## src/rtl/axis_arb_pkg.sv

```systemverilog
// Shared types and constants for the AXI-Stream round-robin arbiter.
// Build option: define AXIS_ARB_PRIO_EN to give port 0 strict priority.
package axis_arb_pkg;

   // Arbiter FSM states
   typedef enum logic {
      IDLE = 1'b0,
      XFER = 1'b1
   } arb_state_t;

   // Width of the per-grant beat counter
   localparam int BEAT_CNT_W = 8;

endpackage

```

## src/rtl/axis_rr_pick.sv

```systemverilog
// Wrap-around request picker: returns the first requesting port after
// last_grant, wrapping from the top port back to port 0.
// Build option: with AXIS_ARB_PRIO_EN defined, port 0 wins whenever it
// requests and the rotating search covers ports 1..NUM_PORTS-1 only.
module axis_rr_pick
   import axis_arb_pkg::*;
#(
   parameter int NUM_PORTS = 4,
   parameter int GRANT_W   = 2
) (
   input  logic [NUM_PORTS-1:0] req,
   input  logic [GRANT_W-1:0]   last_grant,
   output logic [GRANT_W-1:0]   grant,
   output logic                 any_req
);

   logic [NUM_PORTS-1:0] req_eff_s;
   logic [GRANT_W-1:0]   cand_s;
   logic [GRANT_W-1:0]   rr_grant_s;
   logic                 rr_found_s;
   logic                 rr_hit_s;

   // Requests that take part in the rotating search
   always_comb begin
      req_eff_s = req;
`ifdef AXIS_ARB_PRIO_EN
      req_eff_s[0] = 1'b0;
`endif
   end

   // Walk the ports starting just after last_grant; the first hit wins
   always_comb begin
      rr_grant_s = '0;
      rr_found_s = 1'b0;
      rr_hit_s   = 1'b0;
      cand_s     = '0;
      for (int unsigned off = 1; off <= NUM_PORTS; off++) begin
         cand_s     = GRANT_W'((32'(last_grant) + off) % NUM_PORTS);
         rr_hit_s   = ~rr_found_s & req_eff_s[cand_s];
         rr_grant_s = rr_hit_s ? cand_s : rr_grant_s;
         rr_found_s = rr_found_s | rr_hit_s;
      end
   end

   // Final grant selection and request summary
   always_comb begin
`ifdef AXIS_ARB_PRIO_EN
      if (req[0]) begin
         grant = '0;
      end else begin
         grant = rr_grant_s;
      end
`else
      grant = rr_grant_s;
`endif
      any_req = |req;
   end

endmodule

```

## src/rtl/axis_rr_arb.sv

```systemverilog
// AXI-Stream N:1 round-robin arbiter feeding a stream FIFO.
// One idle arbitration cycle per grant, then up to MAX_BURST beats are
// passed through combinationally from the granted port.
// Build option: define AXIS_ARB_PRIO_EN for strict port-0 priority.
module axis_rr_arb
   import axis_arb_pkg::*;
#(
   parameter int NUM_PORTS = 4,
   parameter int DATA_WDTH = 8,
   parameter int MAX_BURST = 4
) (
   input  logic                            axis_clk,
   input  logic                            axis_rst,
   input  logic [NUM_PORTS*DATA_WDTH-1:0]  s_axis_tdata,
   input  logic [NUM_PORTS-1:0]            s_axis_tvalid,
   output logic [NUM_PORTS-1:0]            s_axis_tready,
   output logic [DATA_WDTH-1:0]            m_axis_tdata,
   output logic                            m_axis_tvalid,
   input  logic                            m_axis_tready,
   output logic [$clog2(NUM_PORTS)-1:0]    grant_id,
   output logic                            busy
);

   localparam int GRANT_W = $clog2(NUM_PORTS);
   localparam logic [BEAT_CNT_W-1:0] LAST_BEAT = BEAT_CNT_W'(MAX_BURST - 1);

   arb_state_t              state_r;
   logic [GRANT_W-1:0]      grant_r;
   logic [GRANT_W-1:0]      last_grant_r;
   logic [BEAT_CNT_W-1:0]   beat_cnt_r;

   logic [GRANT_W-1:0]      pick_grant_s;
   logic                    any_req_s;
   logic                    xfer_act_s;
   logic                    gnt_valid_s;
   logic                    beat_s;

   axis_rr_pick #(
      .NUM_PORTS (NUM_PORTS),
      .GRANT_W   (GRANT_W)
   ) u_pick (
      .req        (s_axis_tvalid),
      .last_grant (last_grant_r),
      .grant      (pick_grant_s),
      .any_req    (any_req_s)
   );

   // Transfer window is closed while reset is asserted so no beat can complete
   always_comb begin
      xfer_act_s  = (state_r == XFER) && !axis_rst;
      gnt_valid_s = s_axis_tvalid[grant_r];
      beat_s      = xfer_act_s && gnt_valid_s && m_axis_tready;
   end

   // Zero-latency routing of the granted port to the master side
   always_comb begin
      s_axis_tready = '0;
      m_axis_tdata  = '0;
      m_axis_tvalid = 1'b0;
      if (xfer_act_s) begin
         s_axis_tready[grant_r] = m_axis_tready;
         m_axis_tdata           = s_axis_tdata[32'(grant_r)*DATA_WDTH +: DATA_WDTH];
         m_axis_tvalid          = gnt_valid_s;
      end else begin
         s_axis_tready = '0;
      end
   end

   // Status outputs
   always_comb begin
      grant_id = grant_r;
      busy     = xfer_act_s;
   end

   // Arbitration and burst-length FSM
   always_ff @(posedge axis_clk) begin
      if (axis_rst) begin
         state_r      <= IDLE;
         grant_r      <= '0;
         last_grant_r <= GRANT_W'(NUM_PORTS - 1);
         beat_cnt_r   <= '0;
      end else begin
         case (state_r)
            IDLE: begin
               if (any_req_s) begin
                  grant_r    <= pick_grant_s;
                  beat_cnt_r <= '0;
                  state_r    <= XFER;
               end
            end
            XFER: begin
               if (!gnt_valid_s || (beat_s && (beat_cnt_r == LAST_BEAT))) begin
                  state_r      <= IDLE;
                  last_grant_r <= grant_r;
               end
               if (beat_s) begin
                  beat_cnt_r <= beat_cnt_r + BEAT_CNT_W'(1);
               end
            end
            default: begin
               state_r <= IDLE;
            end
         endcase
      end
   end

endmodule
```

## config.mk

```make
export PLATFORM = sky130hd
export DESIGN_NAME = axis_rr_arb
export DESIGN_NICKNAME = d
export VERILOG_FILES = /design/src/rtl/axis_arb_pkg.sv /design/src/rtl/axis_rr_pick.sv /design/src/rtl/axis_rr_arb.sv
export SDC_FILE = /design/constraint.sdc
export NUM_CORES = 1
export LEC_CHECK = 0
export CORE_ASPECT_RATIO = 1.5
export CORE_UTILIZATION = 35
export CTS_CLUSTER_DIAMETER = 100
export DETAILED_ROUTE_END_ITERATION = 6
export PLACE_DENSITY = 0.76
export SYNTH_ARGS = -nofsm -noshare
export SYNTH_HDL_FRONTEND = slang
export SYNTH_SLANG_ARGS = --single-unit
export TNS_END_PERCENT = 20
```

## constraint.sdc

```tcl
create_clock -name axis_clk -period 1.9 [get_ports axis_clk]
set_input_delay 0.38 -clock axis_clk [delete_from_list [all_inputs] [get_ports axis_clk]]
set_output_delay 0.38 -clock axis_clk [all_outputs]
set_load 0.03 [all_outputs]
```

# Word level (Yosys, flattened, before mapping)
# Cells that the tools add are included.
dict set report word_totals {
  regBits 13
  inputBits 39
  out_inout_bits 16
  word_cells 66
}
dict set report classes {
  n_addsub 5
  n_lt_le_gt_ge 6
  n_eq_ne 3
  shifts 1
  muxes 25
  n_bitwise 10
  reduce_logical 12
}
# operator count
set ops {}
lappend ops {{32-bit by 6-bit variable part select with 8-bit output} 1}
lappend ops {{8-bit 2-to-1 mux} 3}
lappend ops {{8-bit one-hot mux with 2 select lines} 1}
lappend ops {{2-bit by 3-bit less-than comparator with 1-bit output, second input constant} 5}
lappend ops {{1-bit binary-select mux with 2-bit select} 5}
lappend ops {{1-bit 2-to-1 mux} 9}
lappend ops {{8-bit by 1-bit adder with 8-bit output, second input constant} 1}
lappend ops {{8-bit by 2-bit equality test with 1-bit output, second input constant} 1}
lappend ops {{2-bit 2-to-1 mux} 4}
lappend ops {{2-bit AND reduction} 3}
lappend ops {{1-bit logical AND} 5}
lappend ops {{2-bit by 1-bit adder with 2-bit output, second input constant} 2}
lappend ops {{2-bit adder, second input constant} 2}
lappend ops {{4-bit AND} 1}
lappend ops {{4-bit 2-to-1 mux} 1}
lappend ops {{1-bit NOT} 4}
lappend ops {{4-bit OR reduction} 1}
lappend ops {{1-bit AND} 3}
lappend ops {{1-bit demux with 2-bit select} 1}
lappend ops {{2-bit by 1-bit >= comparator with 1-bit output, second input constant} 1}
lappend ops {{1-bit logical NOT} 2}
lappend ops {{2-bit by 1-bit != test with 1-bit output, second input constant} 1}
lappend ops {{2-bit != test, second input constant} 1}
lappend ops {{1-bit OR} 2}
lappend ops {{2 further kinds} 2}

# Depth between registers and ports, before layout
# Gate-level depths: netlist of the first run.
dict set report depth {
  depth_word 12
  ltp_mapped 6
  depth_no_buf 5
}

# By module
# Synthesis of the first run repeated with hierarchy kept, for this count alone.
dict set report hier_totals {
  cells_unflattened 113
  hier_area_um2 1041.0
}
# mod instances cells_each area_each_um2 seq_area_each_um2
set by_module_without_submodules {}
lappend by_module_without_submodules {axis_rr_arb 1 99 962.2 260.2}
lappend by_module_without_submodules {axis_rr_pick 1 14 78.8 0.0}

# Worst setup path after synthesis of the first run
# OpenSTA, ideal clock, no wires.
dict set report synth_path {
  path_type {register -> output}
  from {register grant_r[0], in the netlist grant_id[0]}
  to {output m_axis_tdata[5]}
  arrival_time_ns 1.827
  required_ns 1.520
  setup_slack_ns -0.307
  stages_incl_launch_ff 5
  cell_sequence {dfxtp_1 buf_4 buf_1 mux4_2 and2_1}
}
dict set report synth_between {
  elab_chain_len 2
}
# element line
set synth_lines {}
lappend synth_lines {{start: declaration} axis_rr_arb.sv:28} ;# logic [GRANT_W-1:0] grant_r;
lappend synth_lines {{start signal: assignment} axis_rr_arb.sv:86} ;# grant_r <= pick_grant_s;
lappend synth_lines {{32-bit by 6-bit variable part select with 8-bit output} axis_rr_arb.sv:62} ;# m_axis_tdata = s_axis_tdata[32'(grant_r)*DATA_WDTH +: DATA_WDTH];
lappend synth_lines {{8-bit 2-to-1 mux} axis_rr_arb.sv:60} ;# if (xfer_act_s) begin
lappend synth_lines {{end: declaration} axis_rr_arb.sv:17} ;# output logic [DATA_WDTH-1:0] m_axis_tdata,
# No other way between the ends.

# Worst setup path after layout of the first run
dict set report layout_path {
  from {input s_axis_tdata[24]}
  to {output m_axis_tdata[0]}
}
dict set report layout_between {
  elab_chain_len 2
}
# element line
set layout_lines {}
lappend layout_lines {{start: declaration} axis_rr_arb.sv:14} ;# input logic [NUM_PORTS*DATA_WDTH-1:0] s_axis_tdata,
lappend layout_lines {{32-bit by 6-bit variable part select with 8-bit output} axis_rr_arb.sv:62}
lappend layout_lines {{8-bit 2-to-1 mux} axis_rr_arb.sv:60}
# No other way between the ends.

==> results of run 1 <==
-- layer usage --
layer	vias up	routed length [um]	GRT usage	share of wire
met5	-	0	0	0
met4	0	65	0.1360	0.019
met3	5	373	0.04749	0.11
met2	57	1725	0.4102	0.50
met1	561	1317	0.2283	0.38
li1	564	-	-	-
-- state kept, by name, indices dropped and copies added, names as in the netlist --
register and count:
beat_cnt_r 8, last_grant_r 2, state_r 1, grant_id 2
-- metrics by stage --
| step | cells | total power, mW | TNS, ns | utilization | hold slack (ns) |
|---|---|---|---|---|---|
| 2_1_floorplan | 112 | 0.4866 | -0.1991 | - | 0.4474 |
| 3_3_place_gp | 211 | 0.6459 | -2.507 | 0.6133 | 0.4617 |
| 3_5_place_dp | 211 | 0.6548 | -3.030 | 0.6133 | 0.4780 |
| 4_1_cts | 221 | 0.9579 | -0.4294 | 0.6705 | 0.4844 |
| 5_1_grt | 220 | 0.9890 | -0.4320 | 0.6696 | 0.5176 |
| 6_report | 220 | 0.9435 | -0.1836 | 0.6696 | 0.4821 |
-- kinds of logic after synthesis --
logic type	count (synthesis)
buffers and inverters	10
DFF	13
xor gates and xnor gates	1
adders and majority gates	1
and+or+nand+nor	49
AOI/OAI and AO/OA	26
muxes	12
-- layout by cell type (no fill, tap or decap), types with 2 or more instances in the layout --
cell type / Yosys / routed
o31ai_1: 4 / 4
nand2b_1: 2 / 2
a211oi_1: 2 / 2
nor4_1: 2 / 2
inv_1: 2 / 2
clkbuf_8: 0 / 3
a21o_1: 2 / 2
dlygate4sd2_1: 0 / 7
nor2_1: 9 / 9
or4_1: 2 / 2
clkdlybuf4s50_1: 0 / 29
mux4_2: 8 / 9
o21ai_0: 4 / 4
a21oi_1: 4 / 4
nand3_1: 5 / 5
o211ai_1: 4 / 4
dfxtp_1: 13 / 12
and2_4: 0 / 9
dlymetal6s2s_1: 0 / 4
buf_12: 0 / 2
buf_4: 1 / 23
nand2_1: 10 / 10
and3_1: 2 / 2
buf_6: 1 / 10
mux2i_1: 2 / 2
-- report_power, final --
part | total [mW] | switching [mW] | internal [mW] | leakage (nW)
Combinational | 0.392 | 0.161 | 0.231 | 0.668
Sequential | 0.298 | 0.0127 | 0.285 | 0.106
Clock | 0.254 | 0.105 | 0.149 | 0.0228
Total | 0.944 | 0.279 | 0.665 | 0.797
-- area by class of cell --
class                   count  area (um2)  area share
flip-flops and latches     13       264.0      0.1442
clock buffers               4       45.04     0.02461
inverters                   2       7.507    0.004101
well taps                  37       46.29     0.02529
multi-input cells          89       740.7      0.4046
repair buffers             75       726.9      0.3971
-- worst register-to-register path, delay by kind of cell, from the launching register on --
family                 cells  cell delay (ns)
multiplexers               1             0.22
flip-flops                 1             0.36
AND/OR/NAND/NOR            2             0.52
buffers and inverters      3             0.43
AO/OA/AOI/OAI              1             0.15
-- worst max path at each step --
stage,cells past startpoint,startpoint,end
finish,4,s_axis_tdata[24],m_axis_tdata[0]
global route,4,grant_id[0],m_axis_tdata[0]
CTS,5,grant_id[0],m_axis_tdata[3]
detailed placement,4,s_axis_tvalid[3],m_axis_tvalid
global placement,4,s_axis_tvalid[3],m_axis_tvalid
floorplan,4,grant_id[0],m_axis_tdata[5]
-- timing repair --
action,CTS,global route
cloned,1,0
setup endpoints to repair,14,9
gates resized for setup,30,10
pin swaps,3,7
buffers inserted,5,0
hold buffers,0,0
==> impl_metrics.ini, run 1 <==
[place]
io_buffers = 54
gp_congestion = 0.7504
post_dp_cell_area_um2 = 1677
place_ws_ns = -0.5373
dp_hpwl_um = 2573

[floorplan]
die_h_um = 68.43
core_area_um2 = 2734
start_util = 0.3767
row_count = 23
dieArea_um2 = 3167
die_width_um = 46.29
io_pins = 55

[synth]
synth_top_family_by_area = simple AND/OR/NAND/NOR gates
yosysWarnings = 0
yosys-mux-area-fraction = 0.2309
synth_top_cells_by_count = dfxtp_1, and2_1, nand2_1, nor2_1, mux4_2
syn_avg_cell_area_um2 = 9.194
synth_edf_count = 0
synth.distinct_cells = 39
yosys.area_share.xor_xnor = 0.008505
synthCells = 112
synth_async_sr_flop_share = 0
synthSimpleGateAreaFrac = 0.2685
syn_nets = 152
synth_seq_cells = 13
ys_seq_area_frac = 0.2527
synth_flop_cell = dfxtp_1
synth.area.top_cells = dfxtp_1, mux4_2, and2_1
synth-adder-area-share = 0.01215
synth_top_area_frac = 0.2527
synth-compound-area-share = 0.1750
yosysMostFrequentCell = dfxtp_1
netlist_area_um2 = 1030
synth_area_leader_cell = dfxtp_1

[timing]
fin_crit_sh = 1.021
layout_min_cycle_time_ns = 1.940
max_slew_margin = 0.7977
tightest_slew_ns = 0.3025
setup_viol = 7
hold_viol_final = 0
setup_slack_ns = -0.04006
finClkSkew_ns = 0.002676
slew_violations = 0
rsz0062_at_grt = true
timing.fmax_mhz = 515.4

[global_route]
grt_pass1_wl_um = 5037
grt_overflow = 0
grt_pass1_vias = 1137
grt_max_degree = 16
grt_antenna_before_repair = 0
grt_usage = 0.2274

[critical_path]
rr_startpoint = grant_id[0]
critical_path_class = in2out
cp_top_family = buffers and inverters
r2r_end = beat_cnt_r[7]
cp-end-kind = output port
max_stage_delay_ns = 0.48
cp_slowest_cell = mux4_2
worstPathCellList = clkdlybuf4s50_1 -> mux4_2 -> and2_4 -> buf_6
required_ns = 1.52
cp_max_fo = 1
r2r_cells = 7
start_kind = primary input
crit_arrival_ns = 1.56
worst-path-buf-inv = 2
rrSetupSlack_ns = 0.17

[status]
status = finished with violations
violations = negative setup slack

[routing]
wl_um = 3482
wire_per_inst_um = 15.83
drtAntennaViolNets = 0
vias = 1187
viasPerCell = 5.395
drt_iter0_markers = 19
drc = 0
firstDrtPassIters = 4

[flow_run]
maxCapViolCount = 0

[hold_path]
worst_hold_path_type = reg2reg
hold_end = beat_cnt_r[7]
hp-start = beat_cnt_r[7]
whs_path_depth = 2

[clocking]
worstSkewPairLatency_ns = 0.25
cts_max_path_buffers = 2
cts_buffers = 3
clock-sinks = 13
clock-root-buffer = clkbuf_8
cts_tree = done
clkTransAtPathRegs_ns = 0.05
htree_levels = 1

[power_and_ir_drop]
p_leak_nw = 0.7972
ir_worst_vdd_mv = 0.4764
powerDensity_nw_per_um2 = 515.4

[final_layout]
antenna_cells = 0
drive_above_1_share = 0.3443
synthToLayoutAreaGrowth_pct = 77.76
finalInstanceArea_um2 = 1831
n_fill_cell = 215
nets = 224
Power figures use the tool's default switching activity.
==> inputs of run 2 (changes only) <==
- ABC_CLOCK_PERIOD_IN_PS: default -> 1900
- SYNTH_HIERARCHICAL: default -> 1
==> run 2 against run 1 <==
The run still ends with negative setup slack left; flip-flop and latch count unchanged; count of clock-buffer cells in the layout stayed put; synthesized cell count rose by 0.89%; register-to-register slack improved by 0.04 ns; die area grew 1.1%; critical path type is now reg2out; critical endpoint is now m_axis_tdata[1].
==> impl_metrics.ini, run 2 <==
[global_route]
grt_overflow = 0
grt_usage = 0.2216
grt_max_degree = 18
grt_pass1_wl_um = 4961
grt_pass1_vias = 1159
grt_antenna_before_repair = 0

[clocking]
htree_levels = 1
cts_buffers = 3
clock-sinks = 13
hold_buffers = 0
clkTransAtPathRegs_ns = 0.06
worstSkewPairLatency_ns = 0.25
cts_max_path_buffers = 2
cts_tree = done
clock-root-buffer = clkbuf_8

[power_and_ir_drop]
powerDensity_nw_per_um2 = 537.7
cell_internal_pwr_mw = 0.6932
clockPowerShare = 0.256
ir_worst_vdd_mv = 0.4245
switchingPower_mw = 0.2991
share_comb_of_total_power = 0.441
p_leak_nw = 0.8139
total_power_mw = 0.9923
swShare = 0.3014
seq_power_share = 0.302

[routing]
drtAntennaViolNets = 0
firstDrtPassIters = 4
vias = 1180
drc = 0
drt_iter0_markers = 40
wl_um = 3396
viasPerCell = 5.291
wire_per_inst_um = 15.23

[final_layout]
mostFrequentLayoutCell = clkdlybuf4s50_1
finalInstanceArea_um2 = 1846
largest_reg_flops = 8
drive_above_1_share = 0.3548
synthToLayoutAreaGrowth_pct = 77.28
mostFrequentLayoutCells = clkdlybuf4s50_1, buf_4, nor2_1
top_register = beat_cnt_r
antenna_cells = 0
nets = 227

[synth]
yosysWarnings = 6
synth_flop_cell = dfxtp_1
yosysMostFrequentCell = nor2_1
syn_avg_cell_area_um2 = 9.212
synth_area_leader_cell = dfxtp_1
synth.area.top_cells = dfxtp_1, mux4_2, mux4_1
netlist_area_um2 = 1041
synth_seq_cells = 13
synth_edf_count = 0
synth.distinct_cells = 36
synth_top_area_frac = 0.2500
synth_async_sr_flop_share = 0
synth_top_cells_by_count = nor2_1, dfxtp_1, and2_1, nand2_1
synthCells = 113
syn_nets = 153
ys_seq_area_frac = 0.2500

[critical_path]
rrSetupSlack_ns = 0.21
start_kind = flip-flop
cp_slowest_cell = mux4_2
path_depth = 4
rr_startpoint = grant_id[0]
r2r_end = beat_cnt_r[6]
endpoint = m_axis_tdata[1]
cp_top_family = multiplexers
crit_start = grant_id[0]
cp_max_fo = 6
r2r_cells = 7
worstPathCellList = buf_8 -> mux4_2 -> and2_4 -> buf_6
required_ns = 1.52
worst-path-buf-inv = 2
crit_arrival_ns = 1.56
critical_path_class = reg2out
cp-end-kind = output port
max_stage_delay_ns = 0.52

[place]
post_dp_cell_area_um2 = 1677
gp_congestion = 0.8639
dp_hpwl_um = 2471
io_buffers = 54

[timing]
timing.fmax_mhz = 514.2
hold_viol_final = 0
layout_min_cycle_time_ns = 1.945
fin_crit_sh = 1.023
finClkSkew_ns = 0.001037
setup_viol = 7
slew_violations = 0
tightest_slew_ns = 0.2976
max_slew_margin = 0.8024
setup_slack_ns = -0.04462
rsz0062_at_grt = true

[flow_run]
maxCapViolCount = 0

[floorplan]
die_h_um = 68.80
die_width_um = 46.53
row_count = 23
dieArea_um2 = 3201
core_area_um2 = 2734
start_util = 0.3808
io_pins = 55

[hold_path]
hp-start = beat_cnt_r[1]
worst_hold_path_type = reg2reg

[status]
violations = negative setup slack
status = finished with violations
-- run 2: changes by cell type after synthesis, moves of 3 or more --
cell	previous run	this run
clkbuf_1	1	4
nor2_1	9	17
mux4_1	1	4
mux4_2	8	5
mux2i_1	2	5
o31ai_1	4	1
-- run 2: worst reg2reg max path: stages (launching register included) --
cell	delay [ns]
dfxtp_4	0.38
mux4_2	0.53
buf_4	0.16
buf_4	0.15
nand3_4	0.09
buf_4	0.13
o211ai_1	0.09
o31ai_1	0.08
-- run 2: how the worst min path moves through the flow --
stage,endpoint,slack [ns],depth (start not counted)
6_report,beat_cnt_r[1],0.48,2
5_1_grt,beat_cnt_r[1],0.51,2
4_1_cts,beat_cnt_r[1],0.49,2
3_5_place_dp,beat_cnt_r[1],0.48,2
3_3_place_gp,beat_cnt_r[1],0.46,2
2_1_floorplan,beat_cnt_r[1],0.45,2
-- run 2: area by class of cell --
type                            count  area, um2
Clock buffer                        4      45.04
Tap cell                           37      46.29
Fill cell                         201      888.4
Sequential cell                    13      264.0
Multi-Input combinational cell     93      763.2
Timing Repair Buffer               76      726.9
-- run 2: routing by layer --
metal | global-route usage | wire length [um] | up-vias
met5 | 0 | 0 | -
met1 | 0.1881 | 1168 | 572
li1 | - | - | 557
met3 | 0.05469 | 246 | 7
met2 | 0.4375 | 1914 | 44
met4 | 0.1176 | 66 | 0
-- run 2: per-stage QoR --
stage / worst slack (ns) / hold slack (ns) / util / setup TNS (ns) / std cells
2_1_floorplan: -0.1354 / 0.4485 / - / -0.6204 / 113
3_3_place_gp: -0.5349 / 0.4645 / 0.6133 / -2.291 / 213
3_5_place_dp: -0.5582 / 0.4814 / 0.6133 / -2.765 / 213
4_1_cts: -0.06645 / 0.4899 / 0.6815 / -0.3166 / 224
5_1_grt: -0.08926 / 0.5104 / 0.6751 / -0.5011 / 223
6_report: -0.04462 / 0.4843 / 0.6751 / -0.1958 / 223
-- run 2: what timing repair did --
| item | in CTS | in global routing |
|---|---|---|
| gates resized for setup | 45 | 4 |
| pin swaps | 9 | 1 |
| endpoints found under the setup margin | 15 | 8 |
| gates cloned | 1 | 0 |
| setup buffers | 6 | 0 |
-- run 2: cells by family after synthesis --
| group | Yosys count | synth area share |
|---|---|---|
| compound gates | 13 | 0.07933 |
| xor+xnor | 3 | 0.02524 |
| fa+ha+maj | 1 | 0.01202 |
| buf+inv | 7 | 0.03485 |
| flops | 13 | 0.2500 |
| mux | 16 | 0.2788 |
| simple gates | 60 | 0.3197 |
-- run 2: power by group through the flow --
stage	Combinational [mW]	Clock, mW	Sequential (mW)
detailed placement	0.378	0	0.302
CTS	0.452	0.254	0.300
global route	0.464	0.271	0.302
floorplan	0.195	0	0.312
finish	0.438	0.254	0.300
global placement	0.368	0	0.303
==> inputs of run 3 (changes only) <==
- PLACE_DENSITY: 0.76 -> default
- PLACE_DENSITY_LB_ADDON: default -> 0.2
- SETUP_SLACK_MARGIN: default -> 0.5
==> run 3 against run 2 <==
The flow still finishes with violations (negative setup slack); non-clock buffer count decreased by 5; power down 2.7%; worst hold slack got worse by 0.018 ns; combinational power decreased by 8.4%; register-to-register slack improved by 0.02 ns; critical path depth did not move.
==> impl_metrics.ini, run 3 (synthesis gave the netlist of run 2 again) <==
[hold_path]
hp-start = axis_rst
whs_path_depth = 3
hold_end = grant_id[0]
worst_hold_path_type = in2reg

[clocking]
cts_tree = done
htree_levels = 1
cts_buffers = 3
clkTransAtPathRegs_ns = 0.06
worstSkewPairLatency_ns = 0.24
clock-root-buffer = clkbuf_8
cts_max_path_buffers = 2
clock-sinks = 13

[global_route]
grt_usage = 0.2023
grt_pass1_wl_um = 4712
grt_antenna_before_repair = 0
grt_overflow = 0
grt_max_degree = 19
grt_pass1_vias = 1146

[place]
dp_hpwl_um = 2395
post_dp_cell_area_um2 = 1665
io_buffers = 54
place_ws_ns = -0.3054
gp_congestion = 0.7621

[routing]
viasPerCell = 5.248
drc = 0
firstDrtPassIters = 4
drt_iter0_markers = 17
vias = 1144
wl_um = 3100
drtAntennaViolNets = 0
wire_per_inst_um = 14.22

[final_layout]
n_fill_cell = 237
register_area_um2 = 271.5
mostFrequentLayoutCells = dlygate4sd2_1, buf_6, nor2_1
drive_above_1_share = 0.3702
finalInstanceArea_um2 = 1831
antenna_cells = 0
mostFrequentLayoutCell = dlygate4sd2_1
nets = 222
synthToLayoutAreaGrowth_pct = 75.84
multiInputGateArea_um2 = 793.3
top_register = beat_cnt_r
largest_reg_flops = 8
final_util = 0.6696

[timing]
setup_viol = 3
slew_violations = 0
layout_min_cycle_time_ns = 1.910
setup-tns-final_ns = -0.01371
rsz0062_at_grt = true
hold_viol_final = 0
finClkSkew_ns = 0.003461
tightest_slew_ns = 0.2783
timing.fmax_mhz = 523.6
max_slew_margin = 0.8138
setup_slack_ns = -0.009700
fin_crit_sh = 1.005

[critical_path]
critical_path_class = reg2out
r2r_end = beat_cnt_r[4]
cp-end-kind = output port
r2r_cells = 6
required_ns = 1.52
start_kind = flip-flop
cp_max_fo = 3
rr_startpoint = grant_id[0]
crit_arrival_ns = 1.53
rrSetupSlack_ns = 0.23

[power_and_ir_drop]
swShare = 0.3024
p_leak_nw = 0.8158
seq_power_share = 0.328
powerDensity_nw_per_um2 = 527.6
cell_internal_pwr_mw = 0.6738
total_power_mw = 0.9658
switchingPower_mw = 0.2920
share_comb_of_total_power = 0.415
ir_worst_vdd_mv = 0.5035
clockPowerShare = 0.257

[status]
status = finished with violations
violations = negative setup slack

[floorplan]
die_h_um = 68.80
start_util = 0.3808
dieArea_um2 = 3201
core_area_um2 = 2734
row_count = 23
die_width_um = 46.53
io_pins = 55

[flow_run]
maxCapViolCount = 0
==> run 3: power groups by stage <==
stage | clock network (mW) | logic (mW) | registers (mW)
after floorplan | 0 | 0.219 | 0.313
after global placement | 0 | 0.334 | 0.334
after detailed placement | 0 | 0.342 | 0.336
after CTS | 0.252 | 0.391 | 0.315
after global routing | 0.269 | 0.429 | 0.321
final | 0.248 | 0.401 | 0.317
==> run 3: final cells by class <==
class                   count  share of cell area
clock buffers               4             0.02461
multi-input cells          93              0.4334
flip-flops and latches     13              0.1483
well taps                  37             0.02529
repair buffers             71              0.3684
==> run 3: layer usage <==
metal	GRT usage	wire length (um)	vias up	share of wire
met4	0.1029	70	0	0.023
met1	0.1901	1106	527	0.36
met3	0.05469	344	8	0.11
met2	0.3785	1579	59	0.51
met5	0	0	-	0
li1	-	-	550	-
==> run 3: worst max-delay path by stage <==
stage	startpoint	endpoint	slack, ns	cells past startpoint
global placement	s_axis_tvalid[3]	beat_cnt_r[4]	-0.24	7
global route	grant_id[0]	m_axis_tvalid	-0.06	4
finish	grant_id[0]	m_axis_tdata[4]	-0.01	4
detailed placement	s_axis_tvalid[3]	beat_cnt_r[4]	-0.31	7
floorplan	grant_id[0]	m_axis_tdata[4]	0.17	4
CTS	grant_id[0]	m_axis_tvalid	-0.02	4
==> run 3: per-stage QoR <==
step | instances | hold WS (ns)
6_report | 218 | 0.4663
3_5_place_dp | 207 | 0.4800
4_1_cts | 217 | 0.4925
3_3_place_gp | 207 | 0.4713
2_1_floorplan | 113 | 0.4485
5_1_grt | 218 | 0.4815
==> run 3: what timing repair did <==
action	CTS	global route
hold buffers	0	0
pin swaps	15	3
buffers inserted	6	1
resized for setup	71	12
endpoints found under the setup margin	29	26
==> run 3: critical path, cell delays in order (launching register included) <==
cell and delay (ns):
dfxtp_4 0.37, buf_4 0.14, mux4_2 0.50, and2_4 0.16, buf_6 0.13
